### src/rtl/sat_pkg.sv
// ============================================================================
// Package     : sat_pkg
// Description : Shared widths, literal layout and checker state encoding for
//               the clause checker.
// Revision    : 1.0 - initial release
// ============================================================================
`default_nettype none

package sat_pkg;

  // Variable id width the literal_t view is laid out for.
  localparam int unsigned DEF_VAR_ID_BITS = 8;

  // Literal width: a negation flag above the variable id.
  function automatic int unsigned lit_w(input int unsigned var_id_bits);
    return var_id_bits + 1;
  endfunction

  // Clause width: literals packed side by side, literal 0 in the LSBs.
  function automatic int unsigned clause_w(input int unsigned var_id_bits,
                                           input int unsigned num_vars);
    return lit_w(var_id_bits) * num_vars;
  endfunction

  // One literal as stored in the clause memory.
  typedef struct packed {
    logic                       neg;
    logic [DEF_VAR_ID_BITS-1:0] var_id;
  } literal_t;

  // Checker sweep control states.
  typedef enum logic [2:0] {
    IDLE  = 3'd0,
    SYNC  = 3'd1,
    SWEEP = 3'd2,
    DRAIN = 3'd3,
    DONE  = 3'd4
  } chk_state_t;

endpackage

`default_nettype wire

### src/rtl/clause_eval_lane.sv
// ============================================================================
// Module      : clause_eval_lane
// Description : Combinational evaluation of one clause against the latched
//               assignment. Variable id 0 marks a padding literal that is
//               never true.
// Revision    : 1.0 - initial release
// ============================================================================
`default_nettype none

module clause_eval_lane
  import sat_pkg::*;
#(
  parameter int VAR_ID_BITS         = 8,
  parameter int NUM_VARS_PER_CLAUSE = 3,
  localparam int LW = lit_w(VAR_ID_BITS),
  localparam int CW = clause_w(VAR_ID_BITS, NUM_VARS_PER_CLAUSE)
) (
  input  logic [CW-1:0]             i_clause,
  input  logic [2**VAR_ID_BITS-1:0] i_assignment,
  output logic                      o_unsat
);

  logic w_any_true;

  // A clause holds as soon as one of its non-padding literals is true.
  always_comb begin
    w_any_true = 1'b0;
    for (int j = 0; j < NUM_VARS_PER_CLAUSE; j++) begin
      if ((i_clause[j*LW +: VAR_ID_BITS] != '0) &&
          (i_assignment[i_clause[j*LW +: VAR_ID_BITS]] ^ i_clause[j*LW + VAR_ID_BITS])) begin
        w_any_true = 1'b1;
      end
    end
  end

  assign o_unsat = ~w_any_true;

endmodule

`default_nettype wire

### config.mk
export PLATFORM = sky130hd
export DESIGN_NAME = clause_eval_lane
export DESIGN_NICKNAME = d
export VERILOG_FILES = /design/src/rtl/sat_pkg.sv /design/src/rtl/clause_eval_lane.sv
export SDC_FILE = /design/constraint.sdc
export NUM_CORES = 1
export LEC_CHECK = 0
export CELL_PAD_IN_SITES_DETAIL_PLACEMENT = 1
export CELL_PAD_IN_SITES_GLOBAL_PLACEMENT = 1
export CORE_MARGIN = 4
export CORE_UTILIZATION = 55
export DETAILED_ROUTE_END_ITERATION = 10
export DONT_BUFFER_PORTS = 1
export GPL_TIMING_DRIVEN = 0
export PLACE_DENSITY = 0.89
export SLEW_MARGIN = 20
export SYNTH_ARGS = -nofsm -noshare
export SYNTH_HDL_FRONTEND = slang
export SYNTH_SLANG_ARGS = --single-unit
### constraint.sdc
create_clock -name vclk -period 9.29
set_clock_uncertainty 0.15 [all_clocks]
set_input_delay 1.3935 -clock vclk [all_inputs]
set_output_delay 1.3935 -clock vclk [all_outputs]
set_load 0.02 [all_outputs]
==> results of run 1 <==
-- synthesized netlist by cell type (all sizes together) --
library cell and number:
mux4 194, buf 39, mux2i 37, nand2 34
a22oi 31, clkbuf 23, mux2 16, nor2 15
nor2b 13, a21oi 8, nand3 8, o221ai 8
nand4 7, and2 6, inv 6, nand2b 6
o211ai 6, o21ai 5, nor3 4, or3 4
a211oi 3, a221oi 3, o2111ai 3, o22ai 3
a22o 2, a311oi 2, a31oi 2, nand3b 2
or3b 2, a211o 1, a21boi 1, a21o 1
a311o 1, a41o 1, and3 1, and3b 1
nor3b 1, nor4 1, o211a 1, o311a 1
o311ai 1, o31ai 1, o41ai 1, xnor2 1
xor2 1
-- final cells by class --
class,instances,area [um2]
Multi-Input combinational cell,440,6147
Fill cell,1130,4823
Buffer,62,292.8
Tap cell,143,178.9
Inverter,6,22.52
Antenna cell,1,2.502
-- layer usage --
metal / part of all wire [%] / up-vias / routed length, um / GRT usage [%]
met1: 29 / 3315 / 9433 / 52.97
met3: 17 / 258 / 5551 / 17.10
met5: 0.048 / - / 16 / 0
met2: 47 / 913 / 15400 / 77.08
met4: 8.1 / 2 / 2681 / 29.70
li1: - / 2325 / - / -
-- kinds of logic (layout without fill, tap and decap cells) --
| family | count (synthesis) | count (layout) | synth area share (%) |
|---|---|---|---|
| AOI/OAI and AO/OA | 86 | 86 | 10.16 |
| xor gates and xnor gates | 2 | 2 | 0.2711 |
| buffers and inverters | 68 | 68 | 4.879 |
| muxes | 247 | 247 | 76.48 |
| other | 0 | 1 | 0 |
| and+or+nand+nor | 105 | 105 | 8.209 |
-- power groups by stage --
stage / logic, mW / clock network, mW / registers (mW)
2_1_floorplan: 0.262 / 0 / 0
5_1_grt: 0.367 / 0 / 0
3_3_place_gp: 0.338 / 0 / 0
6_report: 0.359 / 0.0000000147 / 0
3_5_place_dp: 0.346 / 0 / 0
4_1_cts: 0.348 / 0 / 0
-- metrics by stage --
stage / power, mW / instances / utilization, % / setup slack, ps / area, um2
5_1_grt: 0.3669 / 651 / 57.92 / 2697 / 6641
6_report: 0.3587 / 652 / 57.94 / 2792 / 6644
2_1_floorplan: 0.2622 / 508 / - / 3826 / 6462
3_5_place_dp: 0.3459 / 651 / 57.92 / 2893 / 6641
4_1_cts: 0.3475 / 651 / 57.92 / 2887 / 6641
3_3_place_gp: 0.3381 / 651 / 57.92 / 2957 / 6641
-- worst min path at each step --
stage,cells after the start,start,slack [ps],end
4_1_cts,3,i_clause[16],2880,o_unsat
6_report,3,i_clause[16],2880,o_unsat
3_5_place_dp,3,i_clause[16],2880,o_unsat
5_1_grt,3,i_clause[16],2880,o_unsat
3_3_place_gp,3,i_clause[16],2870,o_unsat
2_1_floorplan,3,i_clause[16],2840,o_unsat
-- worst max-delay path: stages --
cell,delay (ps)
clkbuf_1,290
clkbuf_1,590
clkbuf_1,660
mux4_2,420
a22oi_1,270
a21boi_0,170
o41ai_2,340
a311oi_1,110
xor2_1,180
a221oi_2,530
==> metrics.yaml, run 1 <==
synth_top_area_cell: "mux4_2"
drtPass1Iterations: 7
arrival_ps: 4950
drt_wl_total_mm: 33.08
outcome: "completed"
vias: 6813
seq_area_um2: 0
seq_area_frac_synth_pct: 0
drt_iter0_markers: 1082
fmax_ghz: 0.1539
synth_area_per_cell_um2: 12.72
criticalPathCategory: "in -> out"
syn-num-nets: 791
n_sequential_cell: 0
drv_slew: 0
gp_congestion: 1.042
switchingPower_uw: 172.2
crit_required_ps: 7750
hold_viol_final: 0
end_kind: "output port"
syn_area_um2: 6462
finalCritPeriodShare_pct: 69.95
wl_per_cell_um: 50.74
p_seq_share_pct: 0
initial_core_util_pct: 56.36
power.leakage_nw: 2.123
cp-startpoint: "i_clause[22]"
die_y_um: 116.4
synthCells: 508
worstHoldPathType: "in -> out"
slew_headroom_pct: 29.77
layout_common_cells: "mux4_2, mux2i_1, nand2_1"
cts_hold_buf: 0
drv_cap: 0
grt_usage_pct: 47.37
worstPathMaxFanout: 10
postCtsSetupRepairBufs: 0
yosysUniqueCellTypes: 52
power.share.combinational_pct: 100.0
layout-drive-gt1-share_pct: 46.65
finalSetupViolCount: 0
tightest_slew_ps: 1050
hpwlAfterDp_mm: 26.52
syn_to_final_growth_pct: 2.807
grt_overflow: 0
fin_hold_ws_ps: 2876
grt_pass1_vias: 7565
portBuffers: 0
final_common_cell: "mux4_2"
die_w_um: 116.4
internal_power_uw: 186.4
synthTopCellsByArea: "mux4_2, mux2i_1, a22oi_1"
max-vdd-ir-drop_uv: 34.05
detail_route.vias_per_cell: 10.45
post_cts_resized: 0
swShare_pct: 48.02
crit_end: "o_unsat"
yosysWarningCount: 0
synth_top_cell_area_share_pct: 65.52
nets: 793
antenna_left: 0
core_um2: 11470
timing.final.crit_period_ps: 6498
rsz0062_at_grt: "false"
start_kind: "input pin"
dieArea_um2: 13550
n_clock_buffer: 0
cellPowerDensity_nw_per_um2: 53.98
p_clk_share_pct: 0
rows: 39
setup_tns_ps: 0
io_pins: 284
grt_max_degree: 11
drcViolationCount: 0
grt_pass1_wl_mm: 46.29
antenna_found_initial: 2
Power figures use the tool's default switching activity.
==> run 2, diff against run 1 <==
--- a/config.mk
+++ b/config.mk
@@ -8,11 +8,11 @@
 export CELL_PAD_IN_SITES_DETAIL_PLACEMENT = 1
 export CELL_PAD_IN_SITES_GLOBAL_PLACEMENT = 1
 export CORE_MARGIN = 4
-export CORE_UTILIZATION = 55
+export CORE_UTILIZATION = 53
 export DETAILED_ROUTE_END_ITERATION = 10
 export DONT_BUFFER_PORTS = 1
 export GPL_TIMING_DRIVEN = 0
-export PLACE_DENSITY = 0.89
+export PLACE_DENSITY = 0.87
 export SLEW_MARGIN = 20
 export SYNTH_ARGS = -nofsm -noshare
 export SYNTH_HDL_FRONTEND = slang
==> constraint.sdc (replaced) <==
create_clock -name vclk -period 6.65
set_clock_uncertainty 0.15 [all_clocks]
set_input_delay 0.9975 -clock vclk [all_inputs]
set_output_delay 0.9975 -clock vclk [all_outputs]
set_load 0.02 [all_outputs]
==> run 2 against run 1 <==
Compared with the run above: design area hardly changed; sequential share of layout area unchanged; global-route usage fell by 1.2 points; first-iteration DRC count fell by 5.1%; final cell count is 0.46% higher; combinational power increased by 40%; via count is 0.32% higher; count of clock-buffer cells in the layout is the same; core utilization decreased by 2.4 points.
==> metrics.yaml, run 2 (synthesized netlist as in run 1, its figures left out) <==
criticalPathCategory: "in -> out"
p_clk_share_pct: 0  # unchanged
grt_max_degree: 11  # unchanged
tightest_slew_ps: 1080  # +30.48 ps
die_w_um: 118.4  # +1.7%
layout-drive-gt1-share_pct: 46.65  # unchanged
post_cts_resized: 0  # unchanged
end_kind: "output port"
worstHoldPathType: "in -> out"
syn_to_final_growth_pct: 2.846  # about the same
final_util_pct: 55.56  # -2.4 points
cts_hold_buf: 0  # unchanged
postCtsSetupRepairBufs: 0  # unchanged
rsz0062_at_grt: "false"
hpwlAfterDp_mm: 27.02  # +1.9%
hold_viol_final: 0  # unchanged
wl_per_cell_um: 51.05  # +0.62%
n_clock_buffer: 0  # unchanged
internal_power_uw: 260.6  # +40%
drt_wl_total_mm: 33.44  # +1.1%
num_antenna_cells: 0  # -1
layout_common_cells: "mux4_2, mux2i_1, nand2_1"
n_sequential_cell: 0  # unchanged
initial_core_util_pct: 54.03  # -2.3 points
fillers: 1200  # +6.2%
drv_cap: 0  # unchanged
power.leakage_nw: 2.123  # about the same
finalCritPeriodShare_pct: 87.75
place_area_um2: 6646  # about the same
crit_required_ps: 5500  # -2250 ps
gp_congestion: 1.060  # +1.7%
grt_overflow: 0  # unchanged
grt_pass1_vias: 7432  # -1.8%
swShare_pct: 48.15  # +0.14 points
grt_usage_pct: 46.21  # -1.2 points
rows: 40  # +2.6%
antenna_found_initial: 0  # -2
vias: 6835  # +0.32%
finalSetupViolCount: 0  # unchanged
design_area_um2: 6646  # about the same
drtPass1Iterations: 6  # -1
timing.final.crit_period_ps: 5835
final_common_cell: "mux4_2"
fmax_ghz: 0.1714
max-vdd-ir-drop_uv: 47.09  # +38%
io_pins: 284  # unchanged
antenna_left: 0  # unchanged
power.share.combinational_pct: 100.0  # about the same
nets: 793  # unchanged
worstPathMaxFanout: 10  # unchanged
drcViolationCount: 0  # unchanged
dieArea_um2: 14020  # +3.5%
arrival_ps: 4690  # -260 ps
drv_slew: 0  # unchanged
core_um2: 11960  # +4.3%
die_y_um: 118.4  # +1.7%
switchingPower_uw: 242.1  # +41%
setup_tns_ps: 0  # unchanged
start_kind: "input pin"
grt_pass1_wl_mm: 47.96  # +3.6%
seq_area_um2: 0  # unchanged
slew_headroom_pct: 28.00  # -1.8 points
outcome: "completed"
detail_route.vias_per_cell: 10.44  # -0.14%
portBuffers: 0  # unchanged
drt_iter0_markers: 1027  # -5.1%
cellPowerDensity_nw_per_um2: 75.64  # +40%
p_seq_share_pct: 0  # unchanged
## run 2: worst max-delay path: stages
cell	delay, ps
clkbuf_1	350
clkbuf_1	600
clkbuf_1	720
mux4_2	420
a22oi_1	280
a21boi_0	180
o41ai_2	340
a311oi_1	100
xor2_1	170
a221oi_2	510
## run 2: cell type report
type	instances	area [um2]	area share, %
multi-input cells	440	6147	92.49
plain buffers	62	292.8	4.405
well taps	147	183.9	2.767
inverters	6	22.52	0.3389
## run 2: worst paths after layout
path / end / from / slack, ps / depth (start not counted)
max: o_unsat / i_clause[22] / 810 / 10
min: o_unsat / i_clause[17] / 2090 / 2
## run 2: stage by stage
| step | worst slack (ps) | total power [mW] | hold WS (ps) | instances |
|---|---|---|---|---|
| floorplan | 1978 | 0.3662 | 2049 | 508 |
| global placement | 1104 | 0.4724 | 2082 | 655 |
| detailed placement | 943.5 | 0.4842 | 2084 | 655 |
| CTS | 949.2 | 0.4870 | 2084 | 655 |
| global route | 817.2 | 0.5168 | 2095 | 655 |
| finish | 814.7 | 0.5027 | 2086 | 655 |
## run 2: power by group through the flow
stage / logic, mW / registers [mW] / clock network [mW]
6_report: 0.503 / 0 / 0
2_1_floorplan: 0.366 / 0 / 0
5_1_grt: 0.517 / 0 / 0
4_1_cts: 0.487 / 0 / 0
3_5_place_dp: 0.484 / 0 / 0
3_3_place_gp: 0.472 / 0 / 0
## run 2: metal layers
layer | track usage [%] | vias to the layer above | part of all wire [%]
met5 | 0 | - | 0
li1 | - | 2334 | -
met1 | 50.68 | 3380 | 29
met2 | 74.78 | 881 | 46
met3 | 18.09 | 240 | 17
met4 | 29.91 | 0 | 8.7
